**src/rtl/uart_ctrl_pkg.sv**
```systemverilog
// uart_ctrl_pkg: shared definitions for the memory-mapped UART controller.
// Contents: register byte offsets, CON bit positions, TX/RX FSM state enums
// and the baud divider helper.
package uart_ctrl_pkg;

  // Register byte offsets; addr[3:2] selects the register.
  localparam logic [3:0] TxdOffset = 4'h0;
  localparam logic [3:0] RxdOffset = 4'h4;
  localparam logic [3:0] ConOffset = 4'h8;

  // CON register bit positions
  localparam int unsigned ConTxIntEn  = 0;
  localparam int unsigned ConRxIntEn  = 1;
  localparam int unsigned ConTxDone   = 2;
  localparam int unsigned ConRxValid  = 3;
  localparam int unsigned ConTxBusy   = 4;
  localparam int unsigned ConRxOvr    = 5;
  localparam int unsigned ConFrameErr = 6;

  typedef enum logic [1:0] {TxIdle, TxStart, TxData, TxStop} tx_state_e;
  typedef enum logic [1:0] {RxIdle, RxStart, RxData, RxStop} rx_state_e;

  // Clock cycles per bit, truncated.
  function automatic int unsigned uart_div(input int unsigned clk_hz, input int unsigned baud);
    return clk_hz / baud;
  endfunction

endpackage

```
**src/rtl/uart_rx_engine.sv**
```systemverilog
// uart_rx_engine: receive path of the UART controller.
// Synchronizes the asynchronous serial input, detects the start edge, samples
// the 8 data bits (LSB first) and the stop bit at bit midpoints.
// Ports:
//   sysclk, reset      - clock, synchronous active-high reset
//   uart_rx            - asynchronous serial input, idle high
//   byte_strobe        - 1-cycle pulse: a byte with a valid stop bit arrived
//   rx_byte            - received byte, stable while byte_strobe is high
//   frame_err_strobe   - 1-cycle pulse: stop bit sampled as 0, byte dropped
module uart_rx_engine
  import uart_ctrl_pkg::*;
#(
  parameter int unsigned DIV = 16  // cycles per bit, must be >= 2
) (
  input  logic       sysclk,
  input  logic       reset,
  input  logic       uart_rx,
  output logic       byte_strobe,
  output logic [7:0] rx_byte,
  output logic       frame_err_strobe
);

  localparam int unsigned CntW = (DIV > 2) ? $clog2(DIV) : 1;

  logic            sync1_q, sync2_q, prev_q;
  rx_state_e       state_q, state_d;
  logic [CntW-1:0] cnt_q, cnt_d;
  logic [2:0]      bit_q, bit_d;
  logic [7:0]      shift_q, shift_d;
  logic            bit_end, half_bit;

  assign bit_end  = (cnt_q == CntW'(DIV - 1));
  assign half_bit = (cnt_q == CntW'(DIV / 2 - 1));
  assign rx_byte  = shift_q;

  always_ff @(posedge sysclk) begin
    if (reset) begin
      // Line idles high; preset so reset release is not seen as a start edge.
      sync1_q <= 1'b1;
      sync2_q <= 1'b1;
      prev_q  <= 1'b1;
      state_q <= RxIdle;
      cnt_q   <= '0;
      bit_q   <= '0;
      shift_q <= '0;
    end else begin
      sync1_q <= uart_rx;
      sync2_q <= sync1_q;
      prev_q  <= sync2_q;
      state_q <= state_d;
      cnt_q   <= cnt_d;
      bit_q   <= bit_d;
      shift_q <= shift_d;
    end
  end

  always_comb begin
    state_d          = state_q;
    cnt_d            = cnt_q + CntW'(1);
    bit_d            = bit_q;
    shift_d          = shift_q;
    byte_strobe      = 1'b0;
    frame_err_strobe = 1'b0;
    unique case (state_q)
      RxIdle: begin
        cnt_d = '0;
        if (prev_q && !sync2_q) state_d = RxStart;
      end
      RxStart: begin
        // Re-check the line half a bit in; a high level means a glitch.
        if (half_bit) begin
          cnt_d   = '0;
          bit_d   = '0;
          state_d = sync2_q ? RxIdle : RxData;
        end
      end
      RxData: begin
        if (bit_end) begin
          cnt_d   = '0;
          shift_d = {sync2_q, shift_q[7:1]};
          bit_d   = bit_q + 3'd1;
          if (bit_q == 3'd7) state_d = RxStop;
        end
      end
      RxStop: begin
        if (bit_end) begin
          cnt_d   = '0;
          state_d = RxIdle;
          if (sync2_q) byte_strobe = 1'b1;
          else         frame_err_strobe = 1'b1;
        end
      end
      default: state_d = RxIdle;
    endcase
  end

endmodule

```
**src/rtl/uart_mmio_ctrl.sv**
```systemverilog
// uart_mmio_ctrl: memory-mapped UART controller for the peripheral bus.
// Holds the TX FSM, the TXD/RXD/CON register file and the interrupt logic;
// the receive path lives in uart_rx_engine.
// Ports:
//   sysclk, reset   - clock, synchronous active-high reset
//   addr            - byte offset, addr[3:2] selects TXD/RXD/CON/reserved
//   rd_en, wr_en    - bus strobes; rd_en on RXD consumes the received byte
//   wdata, rdata    - bus write data / combinational read data
//   irq             - level interrupt: TX done or RX valid, each gated by enable
//   uart_rx         - serial input (asynchronous)
//   uart_tx         - serial output (registered, idle high)
module uart_mmio_ctrl
  import uart_ctrl_pkg::*;
#(
  parameter int unsigned CLK_HZ = 100_000_000,
  parameter int unsigned BAUD   = 9600
) (
  input  logic        sysclk,
  input  logic        reset,
  input  logic [3:0]  addr,
  input  logic        rd_en,
  input  logic        wr_en,
  input  logic [31:0] wdata,
  output logic [31:0] rdata,
  output logic        irq,
  input  logic        uart_rx,
  output logic        uart_tx
);

  localparam int unsigned Div  = uart_div(CLK_HZ, BAUD);
  localparam int unsigned CntW = (Div > 2) ? $clog2(Div) : 1;

  tx_state_e       tx_state_q, tx_state_d;
  logic [CntW-1:0] tx_cnt_q, tx_cnt_d;
  logic [2:0]      tx_bit_q, tx_bit_d;
  logic            tx_line_q, tx_line_d;
  logic [7:0]      txd_q, txd_d, rxd_q, rxd_d;
  logic            tx_int_en_q, tx_int_en_d, rx_int_en_q, rx_int_en_d;
  logic            tx_done_q, tx_done_d, rx_valid_q, rx_valid_d;
  logic            rx_ovr_q, rx_ovr_d, frame_err_q, frame_err_d;

  logic       tx_bit_end, tx_finish, tx_busy;
  logic       wr_txd, wr_con, rd_rxd;
  logic       byte_strobe, frame_err_strobe;
  logic [7:0] rx_byte;
  logic       unused_bits;

  assign unused_bits = ^{addr[1:0], wdata[31:8]};

  assign wr_txd     = wr_en && (addr[3:2] == TxdOffset[3:2]);
  assign wr_con     = wr_en && (addr[3:2] == ConOffset[3:2]);
  assign rd_rxd     = rd_en && (addr[3:2] == RxdOffset[3:2]);
  assign tx_busy    = (tx_state_q != TxIdle);
  assign tx_bit_end = (tx_cnt_q == CntW'(Div - 1));

  uart_rx_engine #(
    .DIV (Div)
  ) u_rx (
    .sysclk           (sysclk),
    .reset            (reset),
    .uart_rx          (uart_rx),
    .byte_strobe      (byte_strobe),
    .rx_byte          (rx_byte),
    .frame_err_strobe (frame_err_strobe)
  );

  always_ff @(posedge sysclk) begin
    if (reset) begin
      tx_state_q  <= TxIdle;
      tx_cnt_q    <= '0;
      tx_bit_q    <= '0;
      tx_line_q   <= 1'b1;
      txd_q       <= '0;
      rxd_q       <= '0;
      tx_int_en_q <= 1'b0;
      rx_int_en_q <= 1'b0;
      tx_done_q   <= 1'b0;
      rx_valid_q  <= 1'b0;
      rx_ovr_q    <= 1'b0;
      frame_err_q <= 1'b0;
    end else begin
      tx_state_q  <= tx_state_d;
      tx_cnt_q    <= tx_cnt_d;
      tx_bit_q    <= tx_bit_d;
      tx_line_q   <= tx_line_d;
      txd_q       <= txd_d;
      rxd_q       <= rxd_d;
      tx_int_en_q <= tx_int_en_d;
      rx_int_en_q <= rx_int_en_d;
      tx_done_q   <= tx_done_d;
      rx_valid_q  <= rx_valid_d;
      rx_ovr_q    <= rx_ovr_d;
      frame_err_q <= frame_err_d;
    end
  end

  // TX FSM: each state is held for Div cycles; the line is registered so the
  // next bit value is computed one state ahead.
  always_comb begin
    tx_state_d = tx_state_q;
    tx_cnt_d   = tx_bit_end ? '0 : tx_cnt_q + CntW'(1);
    tx_bit_d   = tx_bit_q;
    tx_line_d  = tx_line_q;
    txd_d      = txd_q;
    tx_finish  = 1'b0;
    unique case (tx_state_q)
      TxIdle: begin
        tx_cnt_d = '0;
        // Writes while busy fall through here untouched.
        if (wr_txd) begin
          txd_d      = wdata[7:0];
          tx_line_d  = 1'b0;
          tx_state_d = TxStart;
        end
      end
      TxStart: begin
        if (tx_bit_end) begin
          tx_bit_d   = '0;
          tx_line_d  = txd_q[0];
          tx_state_d = TxData;
        end
      end
      TxData: begin
        if (tx_bit_end) begin
          if (tx_bit_q == 3'd7) begin
            tx_line_d  = 1'b1;
            tx_state_d = TxStop;
          end else begin
            tx_bit_d  = tx_bit_q + 3'd1;
            tx_line_d = txd_q[tx_bit_q + 3'd1];
          end
        end
      end
      TxStop: begin
        if (tx_bit_end) begin
          tx_finish  = 1'b1;
          tx_state_d = TxIdle;
        end
      end
      default: tx_state_d = TxIdle;
    endcase
  end

  // Flag updates: later assignments take priority, so hardware sets beat W1C
  // and an RX completion beats a same-edge RXD read.
  always_comb begin
    tx_int_en_d = tx_int_en_q;
    rx_int_en_d = rx_int_en_q;
    tx_done_d   = tx_done_q;
    rx_valid_d  = rx_valid_q;
    rx_ovr_d    = rx_ovr_q;
    frame_err_d = frame_err_q;
    rxd_d       = rxd_q;
    if (wr_con) begin
      tx_int_en_d = wdata[ConTxIntEn];
      rx_int_en_d = wdata[ConRxIntEn];
      if (wdata[ConTxDone])   tx_done_d   = 1'b0;
      if (wdata[ConRxOvr])    rx_ovr_d    = 1'b0;
      if (wdata[ConFrameErr]) frame_err_d = 1'b0;
    end
    if (rd_rxd) rx_valid_d = 1'b0;
    if (tx_finish) tx_done_d = 1'b1;
    if (byte_strobe) begin
      if (!rx_valid_q || rd_rxd) begin
        rxd_d      = rx_byte;
        rx_valid_d = 1'b1;
      end else begin
        rx_ovr_d = 1'b1;
      end
    end
    if (frame_err_strobe) frame_err_d = 1'b1;
  end

  always_comb begin
    rdata = '0;
    case (addr[3:2])
      TxdOffset[3:2]: rdata[7:0] = txd_q;
      RxdOffset[3:2]: rdata[7:0] = rxd_q;
      ConOffset[3:2]: begin
        rdata[ConTxIntEn]  = tx_int_en_q;
        rdata[ConRxIntEn]  = rx_int_en_q;
        rdata[ConTxDone]   = tx_done_q;
        rdata[ConRxValid]  = rx_valid_q;
        rdata[ConTxBusy]   = tx_busy;
        rdata[ConRxOvr]    = rx_ovr_q;
        rdata[ConFrameErr] = frame_err_q;
      end
      default: rdata = '0;
    endcase
  end

  assign irq     = (tx_int_en_q & tx_done_q) | (rx_int_en_q & rx_valid_q);
  assign uart_tx = tx_line_q;

endmodule
```
**config.mk**
```make
export PLATFORM = sky130hd
export DESIGN_NAME = uart_mmio_ctrl
export DESIGN_NICKNAME = d
export VERILOG_FILES = /design/src/rtl/uart_ctrl_pkg.sv /design/src/rtl/uart_rx_engine.sv /design/src/rtl/uart_mmio_ctrl.sv
export SDC_FILE = /design/constraint.sdc
export NUM_CORES = 1
export LEC_CHECK = 0
export ABC_AREA = 0
export ABC_CLOCK_PERIOD_IN_PS = 7100
export BUFFER_PORTS_ARGS = -buffer_cell sky130_fd_sc_hd__clkbuf_2
export CAP_MARGIN = 20
export CORE_ASPECT_RATIO = 0.5
export CORE_UTILIZATION = 59
export CTS_CLUSTER_DIAMETER = 60
export DETAILED_ROUTE_END_ITERATION = 10
export PLACE_DENSITY = 0.85
export SLEW_MARGIN = 25
export SYNTH_ARGS = -nofsm -noshare
export SYNTH_HDL_FRONTEND = slang
export SYNTH_HIERARCHICAL = 1
export SYNTH_SLANG_ARGS = --single-unit
```
**constraint.sdc**
```tcl
create_clock -name sysclk -period 7.1 [get_ports sysclk]
set_clock_uncertainty 0.15 [all_clocks]
set_input_delay 1.42 -clock sysclk [delete_from_list [all_inputs] [get_ports sysclk]]
set_output_delay 1.42 -clock sysclk [all_outputs]
set_load 0.02 [all_outputs]
```
* Yosys cells after proc, flatten, opt, wreduce, memory -nomap -nowiden
Index checks and enable logic that the tools add are counted.
Storage, ports and cells: logic and storage cells 134, memories kept 0, RAM bits 0, output and inout bits 34, ROM bits 0, flip-flop bits (word level) 72, input bits 41, bits in latches 0
Operators by class: shift-type cells 0, multiply operators 0, divide/modulo/power cells 0, equality and inequality tests 24, order comparisons 1, multiplexer cells 53, reduce and logical (&&, ||, !) cells 30, bitwise operators 3, add/subtract/negate cells 4
Operators by type and width (number):
- case mux 14 bit (3 select lines) | 1
- adder 14 x 1 -> 14 bit (second input constant) | 2
- == test 14 bit (second input constant) | 2
- 2-to-1 mux 14 bit | 2
- 2-to-1 mux 1 bit | 26
- 2-to-1 mux 2 bit | 11
- case mux 7 bit (3 select lines) | 1
- case mux 2 bit (4 select lines) | 2
- 2-to-1 mux 3 bit | 5
- == test 14 x 13 -> 1 bit (second input constant) | 1
- nonzero test 2 bit | 7
- != test 2 bit (second input constant) | 6
- case mux 3 bit (2 select lines) | 2
- == test 2 bit (second input constant) | 5
- != test 2 x 1 -> 1 bit (second input constant) | 5
- AND reduction 2 bit | 5
- AND reduction 5 bit | 2
- AND reduction 4 bit | 2
- adder 3 x 1 -> 3 bit (second input constant) | 2
- == test 2 x 1 -> 1 bit (second input constant) | 3
- == test 3 bit (second input constant) | 2
- logical NOT 2 bit | 3
- logical AND 1 bit | 4
- < comparator 3 x 4 -> 1 bit (second input constant) | 1
- other kinds (11) | 13

* Longest topological paths before layout
Gate-level depths: netlist (run 1).
word-level depth 6, gate-level depth with buffers 10, mapped depth without buffers 9

* Modules after synthesis
Netlist (run 1), hierarchy kept.
By module, submodules not included:
- uart_mmio_ctrl | area each 2199.6 µm², times used 1, cells an instance 252, seq. area each 840.8 µm²
- uart_rx_engine | area each 1347.5 µm², times used 1, cells an instance 155, seq. area each 600.6 µm²

* Worst setup path before layout (run 1)
OpenSTA, ideal clock, no wires.
path kind input to output, start input addr[3], end output rdata[0], arrival time 2.472 ns, stages 5, slack 3.058 ns, data required time 5.530 ns, cell sequence clkbuf_1 nor2b_1 clkbuf_1 nand2_1 o21ai_0
On the way: word-level cells in the longest chain between the ends 2, elaborated cells between the ends (all ways) 4, those cells by class eq/ne: 2; mux: 1; reduce/logical: 1
RTL lines:
- from (decl) | line uart_mmio_ctrl.sv:20 | input logic [3:0] addr,
- == test 2 bit, or another cell as far along | line uart_mmio_ctrl.sv:176 | case (addr[3:2])
- case mux 7 bit (3 select lines) * | line uart_mmio_ctrl.sv:176
- to (decl) | line uart_mmio_ctrl.sv:24 | output logic [31:0] rdata,
Every way passes the cells marked *; elsewhere a longest branch is shown, timed or not.

* Worst setup path after layout (run 1)
start input addr[2], end output rdata[1]
The elaborated chain is that of the path after synthesis.

==> impl_metrics.json, run 1 <==
{
  "status": "finished, violations left",
  "violations": "DRC",
  "synth_cell_types": 50,
  "place_ws_ps": 2690,
  "cts-root-buf": "clkbuf_16",
  "cts_tree": "yes",
  "fin_crit_sh": 0.633,
  "cts_sinks": 72,
  "timing.fmax_ghz": 0.222,
  "syn-instance-count": 407,
  "areaGrowthSynthToFinish_pct": 9.66,
  "slew_violations": 0,
  "fillers": 440,
  "min_from": "u_rx/sync1_q$_SDFF_PP1_",
  "startpoint_type": "primary input",
  "worstPathRequired_ps": 5530,
  "synth.top_cell.area_share": 0.406,
  "finalCriticalPeriod_ps": 4500,
  "overflow": 0,
  "rsz0062_at_grt": "false",
  "leakage_uw": 0.00145,
  "powerDensity_mw_per_mm2": 258,
  "setup_ws_ps": 2600,
  "vias_per_cell": 5.55,
  "r2r_setup_slack_ps": 4280,
  "cts-hold-fix-buffers": 0,
  "path_max_fanout": 13,
  "yosysWarnings": 6,
  "port_buffers": 24,
  "clk_latency_ps": 330,
  "dpl_cell_area_mm2": 0.00359,
  "start_util": 0.630,
  "timing.rr.end": "rxd_q[6]$_SDFFE_PP0P_",
  "cp-startpoint": "addr[2]",
  "place.gp.congestion": 0.829,
  "route.detailed.drc": 6,
  "synth_common_cells": "dfxtp_1, nor2_1, nand2_1, nand3_1, mux2i_1",
  "grt_pass1_wl_um": 11300,
  "worst_slew_pin_slew_ps": 923,
  "die_h_um": 56.8,
  "cts_buffers": 9,
  "synth-seq-area-share": 0.406,
  "synth_ff_type": "dfxtp_1",
  "yosys_register_bits": 72,
  "hold_viol_final": 0,
  "wl_um": 6690,
  "drt_first_pass_iters": 8,
  "synth_area_leaders": "dfxtp_1, mux2i_1, nor2_1",
  "endpoint_kind": "output pin",
  "htree_levels": 3,
  "cts_resized": 0,
  "reg2reg_from": "u_rx/cnt_q[0]$_SDFF_PP0_",
  "routedWlPerCell_um": 13.4,
  "worstSetupEndpoint": "rdata[1]",
  "max_cap_violations": 0,
  "grt_usage": 0.228,
  "setup_viol": 0,
  "die_x_um": 112,
  "synth_edf_count": 0,
  "ant_nets": 0,
  "drive_gt1_frac": 0.133,
  "yosys.area.top_type": "dfxtp_1",
  "ir_drop_mv": 0.189,
  "grt_max_degree": 48,
  "r2r_cells": 8,
  "dpl.hpwl_um": 4490,
  "synth_area_mm2": 0.00355,
  "syn_avg_cell_area_um2": 8.72,
  "cts_setup_buffers": 0,
  "async_reset_ff_frac": 0,
  "critPathArrivalTime_ps": 2930,
  "antenna_found_initial": 0,
  "finalSetupTns_ps": 0,
  "hold_path.class": "register to register",
  "cts.path.max_buffers": 2,
  "nets": 474,
  "path_clk_slew_ps": 50,
  "synth_most_common_cell": "dfxtp_1",
  "vias": 2781,
  "ioPinCount": 75,
  "row_count": 19,
  "die_area_mm2": 0.00635,
  "antenna_cells": 0,
  "grt_pass1_vias": 2440,
  "design_area_mm2": 0.00389,
  "drtIter0Drc": 150,
  "relSlewSlack": 0.383,
  "core_area_mm2": 0.00563,
  "worstSetupPathType": "primary input to output pin"
}
layer usage:
metal,wire length (um),track usage
met5,0,0
met3,338,0.0680
met4,68,0.0695
met1,3240,0.296
met2,3050,0.366
where the power goes:
| group | total (uW) | leakage [uW] | switching, uW | internal (uW) |
|---|---|---|---|---|
| Clock | 448 | 0.000150 | 158 | 290 |
| Combinational | 127 | 0.000718 | 83.0 | 44.4 |
| Sequential | 429 | 0.000582 | 11.5 | 417 |
registers in the layout (all words and copies together), names as in the netlist, 2 cells and up, named ones only:
register      flops
tx_cnt_q         14
u_rx/cnt_q       14
rxd_q             8
txd_q             8
u_rx/rx_byte      8
tx_bit_q          3
u_rx/bit_q        3
tx_state_q        2
metrics by stage:
| step | power, uW | util | hold WS (ps) | std cells |
|---|---|---|---|---|
| 3_3_place_gp | 557 | 0.637 | 242 | 485 |
| 6_report | 1000 | 0.690 | 253 | 501 |
| 5_1_grt | 1050 | 0.690 | 262 | 501 |
| 4_1_cts | 1010 | 0.690 | 256 | 501 |
| 3_5_place_dp | 560 | 0.637 | 244 | 485 |
| 2_1_floorplan | 547 | - | 239 | 430 |
cells in the final DEF, fill, tap and decap left out, types with 3 or more instances in the layout:
cell type / synthesis / final
nand2_1: 32 / 32
clkbuf_16: 0 / 9
dfxtp_1: 72 / 72
nor2b_1: 3 / 3
nor2_1: 56 / 56
ha_1: 10 / 10
a21o_1: 4 / 4
clkbuf_2: 1 / 24
xor2_1: 12 / 12
and3_1: 5 / 5
conb_1: 1 / 24
or3_1: 3 / 3
nor4_1: 5 / 5
nand3_1: 29 / 29
a21oi_1: 20 / 20
inv_1: 10 / 10
mux2i_1: 28 / 28
and2_1: 3 / 3
a21oi_2: 3 / 3
o21ai_0: 12 / 12
xnor2_1: 10 / 10
nand3b_1: 3 / 3
nand4_1: 7 / 7
or2_2: 5 / 5
kinds of logic (layout without fill, tap and decap cells):
logic type,count (synthesis),count (layout),synth area share
simple gates,172,172,0.249
flops,72,72,0.406
buf+inv,53,51,0.0847
compound gates,48,48,0.0840
mux,29,29,0.0854
xor+xnor,22,22,0.0543
fa+ha+maj,10,10,0.0353
other cells,1,24,0.00106
how the worst min path moves through the flow:
| stage | slack (ps) | cells after the start | end |
|---|---|---|---|
| final | 250 | 1 | u_rx/sync2_q$_SDFF_PP1_ |
| after global placement | 240 | 1 | u_rx/sync2_q$_SDFF_PP1_ |
| after floorplan | 240 | 1 | u_rx/sync2_q$_SDFF_PP1_ |
| after detailed placement | 240 | 1 | u_rx/sync2_q$_SDFF_PP1_ |
| after CTS | 260 | 1 | u_rx/sync2_q$_SDFF_PP1_ |
| after global routing | 260 | 1 | u_rx/sync2_q$_SDFF_PP1_ |
final cells by class:
type / instances / area (um2) / area share
clock buffer: 13 / 260 / 0.0669
clock inverter: 3 / 40.0 / 0.0103
inverter: 10 / 37.5 / 0.00965
multi-input combinational: 305 / 1890 / 0.486
sequential: 72 / 1440 / 0.371
tap: 73 / 91.3 / 0.0235
timing repair buffer: 25 / 128 / 0.0328
critical path: stages:
cell and delay, ps:
clkbuf_2 230, nor2b_1 780, nand2_1 150, o21ai_0 140, clkbuf_2 200
No activity file was read; power rests on OpenSTA's default activity.
==> inputs of run 2 (changes only) <==
ABC_CLOCK_PERIOD_IN_PS = 3950   (was 7100)
CORE_UTILIZATION = 49   (was 59)
PLACE_DENSITY = 0.76   (was 0.85)
clock period = 3.95 ns   (was 7.1 ns; I/O delays follow)
==> impl_metrics.json, run 2 (synthesis gave the netlist of run 1 again) <==
{
  "core_area_mm2": 0.00683,
  "power.share.clock": 0.447,
  "worst_slew_pin_slew_ps": 662,
  "row_count": 21,
  "grt_usage": 0.194,
  "dpl_cell_area_mm2": 0.00362,
  "r2r_setup_slack_ps": 1130,
  "layout.cells.non_filler": 521,
  "layout_commonest_cell": "dfxtp_1",
  "design_area_mm2": 0.00392,
  "drt_first_pass_iters": 4,
  "startpoint_type": "register",
  "ioPinCount": 75,
  "worstSetupEndpoint": "rxd_q[1]$_SDFFE_PP0P_",
  "place.gp.congestion": 0.836,
  "timing.fmax_ghz": 0.354,
  "finalSetupTns_ps": 0,
  "cts-hold-fix-buffers": 0,
  "die_x_um": 122,
  "grt_pass1_vias": 2489,
  "die_h_um": 62.2,
  "path_max_fanout": 12,
  "cts_setup_buffers": 0,
  "grt_max_degree": 30,
  "cts_sinks": 72,
  "status": "finished, final reports clean",
  "slew_violations": 0,
  "cts-root-buf": "clkbuf_16",
  "setup_viol": 0,
  "mostFrequentLayoutCells": "dfxtp_1, nor2_1, nand2_1",
  "grt_pass1_wl_um": 11600,
  "endpoint_kind": "register",
  "holdWs_ps": 260,
  "drtIter0Drc": 198,
  "antenna_found_initial": 0,
  "max_cap_violations": 0,
  "die_area_mm2": 0.00760,
  "worstSetupPathType": "register to register",
  "cts_tree": "yes",
  "areaGrowthSynthToFinish_pct": 10.5,
  "start_util": 0.519,
  "critPathArrivalTime_ps": 2880,
  "dp.cells": 505,
  "vias": 2761,
  "cts_buffers": 9,
  "route.detailed.drc": 0,
  "relSlewSlack": 0.558,
  "combPwrFrac": 0.126,
  "rsz0062_at_grt": "false",
  "seq_power_share": 0.427,
  "largestRegisters": "tx_cnt_q (14), u_rx/cnt_q (14)",
  "r2r_cells": 7,
  "antenna_cells": 0,
  "fin_crit_sh": 0.715,
  "p_int_uw": 1350,
  "cp-startpoint": "u_rx/cnt_q[4]$_SDFF_PP0_",
  "cts_resized": 0,
  "overflow": 0,
  "leakage_uw": 0.00145,
  "power_uw": 1800,
  "p_sw_uw": 449,
  "drive_gt1_frac": 0.135,
  "port_buffers": 24,
  "finalCriticalPeriod_ps": 2820,
  "powerDensity_mw_per_mm2": 459,
  "ir_drop_mv": 0.222,
  "reg2reg_from": "u_rx/cnt_q[4]$_SDFF_PP0_",
  "htree_levels": 3,
  "clk_latency_ps": 330,
  "swShare": 0.249,
  "hold_viol_final": 0,
  "hold_path.class": "register to register",
  "vias_per_cell": 5.30,
  "timing.rr.end": "rxd_q[1]$_SDFFE_PP0P_",
  "dpl.hpwl_um": 4730,
  "cts.path.max_buffers": 2,
  "routedWlPerCell_um": 13.0,
  "ant_nets": 0,
  "wl_um": 6750,
  "nets": 475,
  "path_clk_slew_ps": 60,
  "worstPathRequired_ps": 4010
}
==> run 2: cell types whose count changed in the layout (fill, tap and decap cells not counted), sizes merged <==
cell  before  now
buf        1    2
==> run 2: worst min-delay path by stage <==
stage / from / end / cells after the start
CTS: u_rx/sync1_q$_SDFF_PP1_ / u_rx/sync2_q$_SDFF_PP1_ / 1
floorplan: u_rx/sync1_q$_SDFF_PP1_ / u_rx/sync2_q$_SDFF_PP1_ / 1
finish: u_rx/sync1_q$_SDFF_PP1_ / u_rx/sync2_q$_SDFF_PP1_ / 1
detailed placement: u_rx/sync1_q$_SDFF_PP1_ / u_rx/sync2_q$_SDFF_PP1_ / 1
global placement: u_rx/sync1_q$_SDFF_PP1_ / u_rx/sync2_q$_SDFF_PP1_ / 1
global route: u_rx/sync1_q$_SDFF_PP1_ / u_rx/sync2_q$_SDFF_PP1_ / 1
==> run 2: power groups by stage <==
stage	combinational (uW)	clock, uW	sequential, uW
finish	227	804	768
global route	254	852	772
detailed placement	224	0	784
global placement	221	0	783
floorplan	199	0	784
CTS	228	817	768
==> run 2: layout make-up <==
type	count	area, um2
inverter	10	37.5
fill	589	2910
timing repair buffer	26	135
sequential	72	1440
multi-input combinational	305	1890
clock buffer	13	260
clock inverter	3	40.0
tap	92	115
==> run 2: routing by layer <==
layer	global-route usage	vias up	share of wire	wire length [um]
met5	0	-	0	0
met4	0.0534	0	0.014	96
met3	0.0726	9	0.068	457
met2	0.298	94	0.44	2940
met1	0.253	1272	0.48	3260
li1	-	1386	-	-
==> run 2: stage by stage <==
step / worst slack (ps) / util
final: 1130 / 0.574
after global routing: 841 / 0.574
after CTS: 1120 / 0.574
after detailed placement: 1130 / 0.530
after global placement: 1180 / 0.530
after floorplan: 1170 / -
==> run 2: critical path: stages (launching register included) <==
cell,delay (ps)
dfxtp_1,370
nor4b_1,480
and4_1,540
and3_1,250
and2_1,150
and2_1,430
mux2i_1,250
nor2_1,60
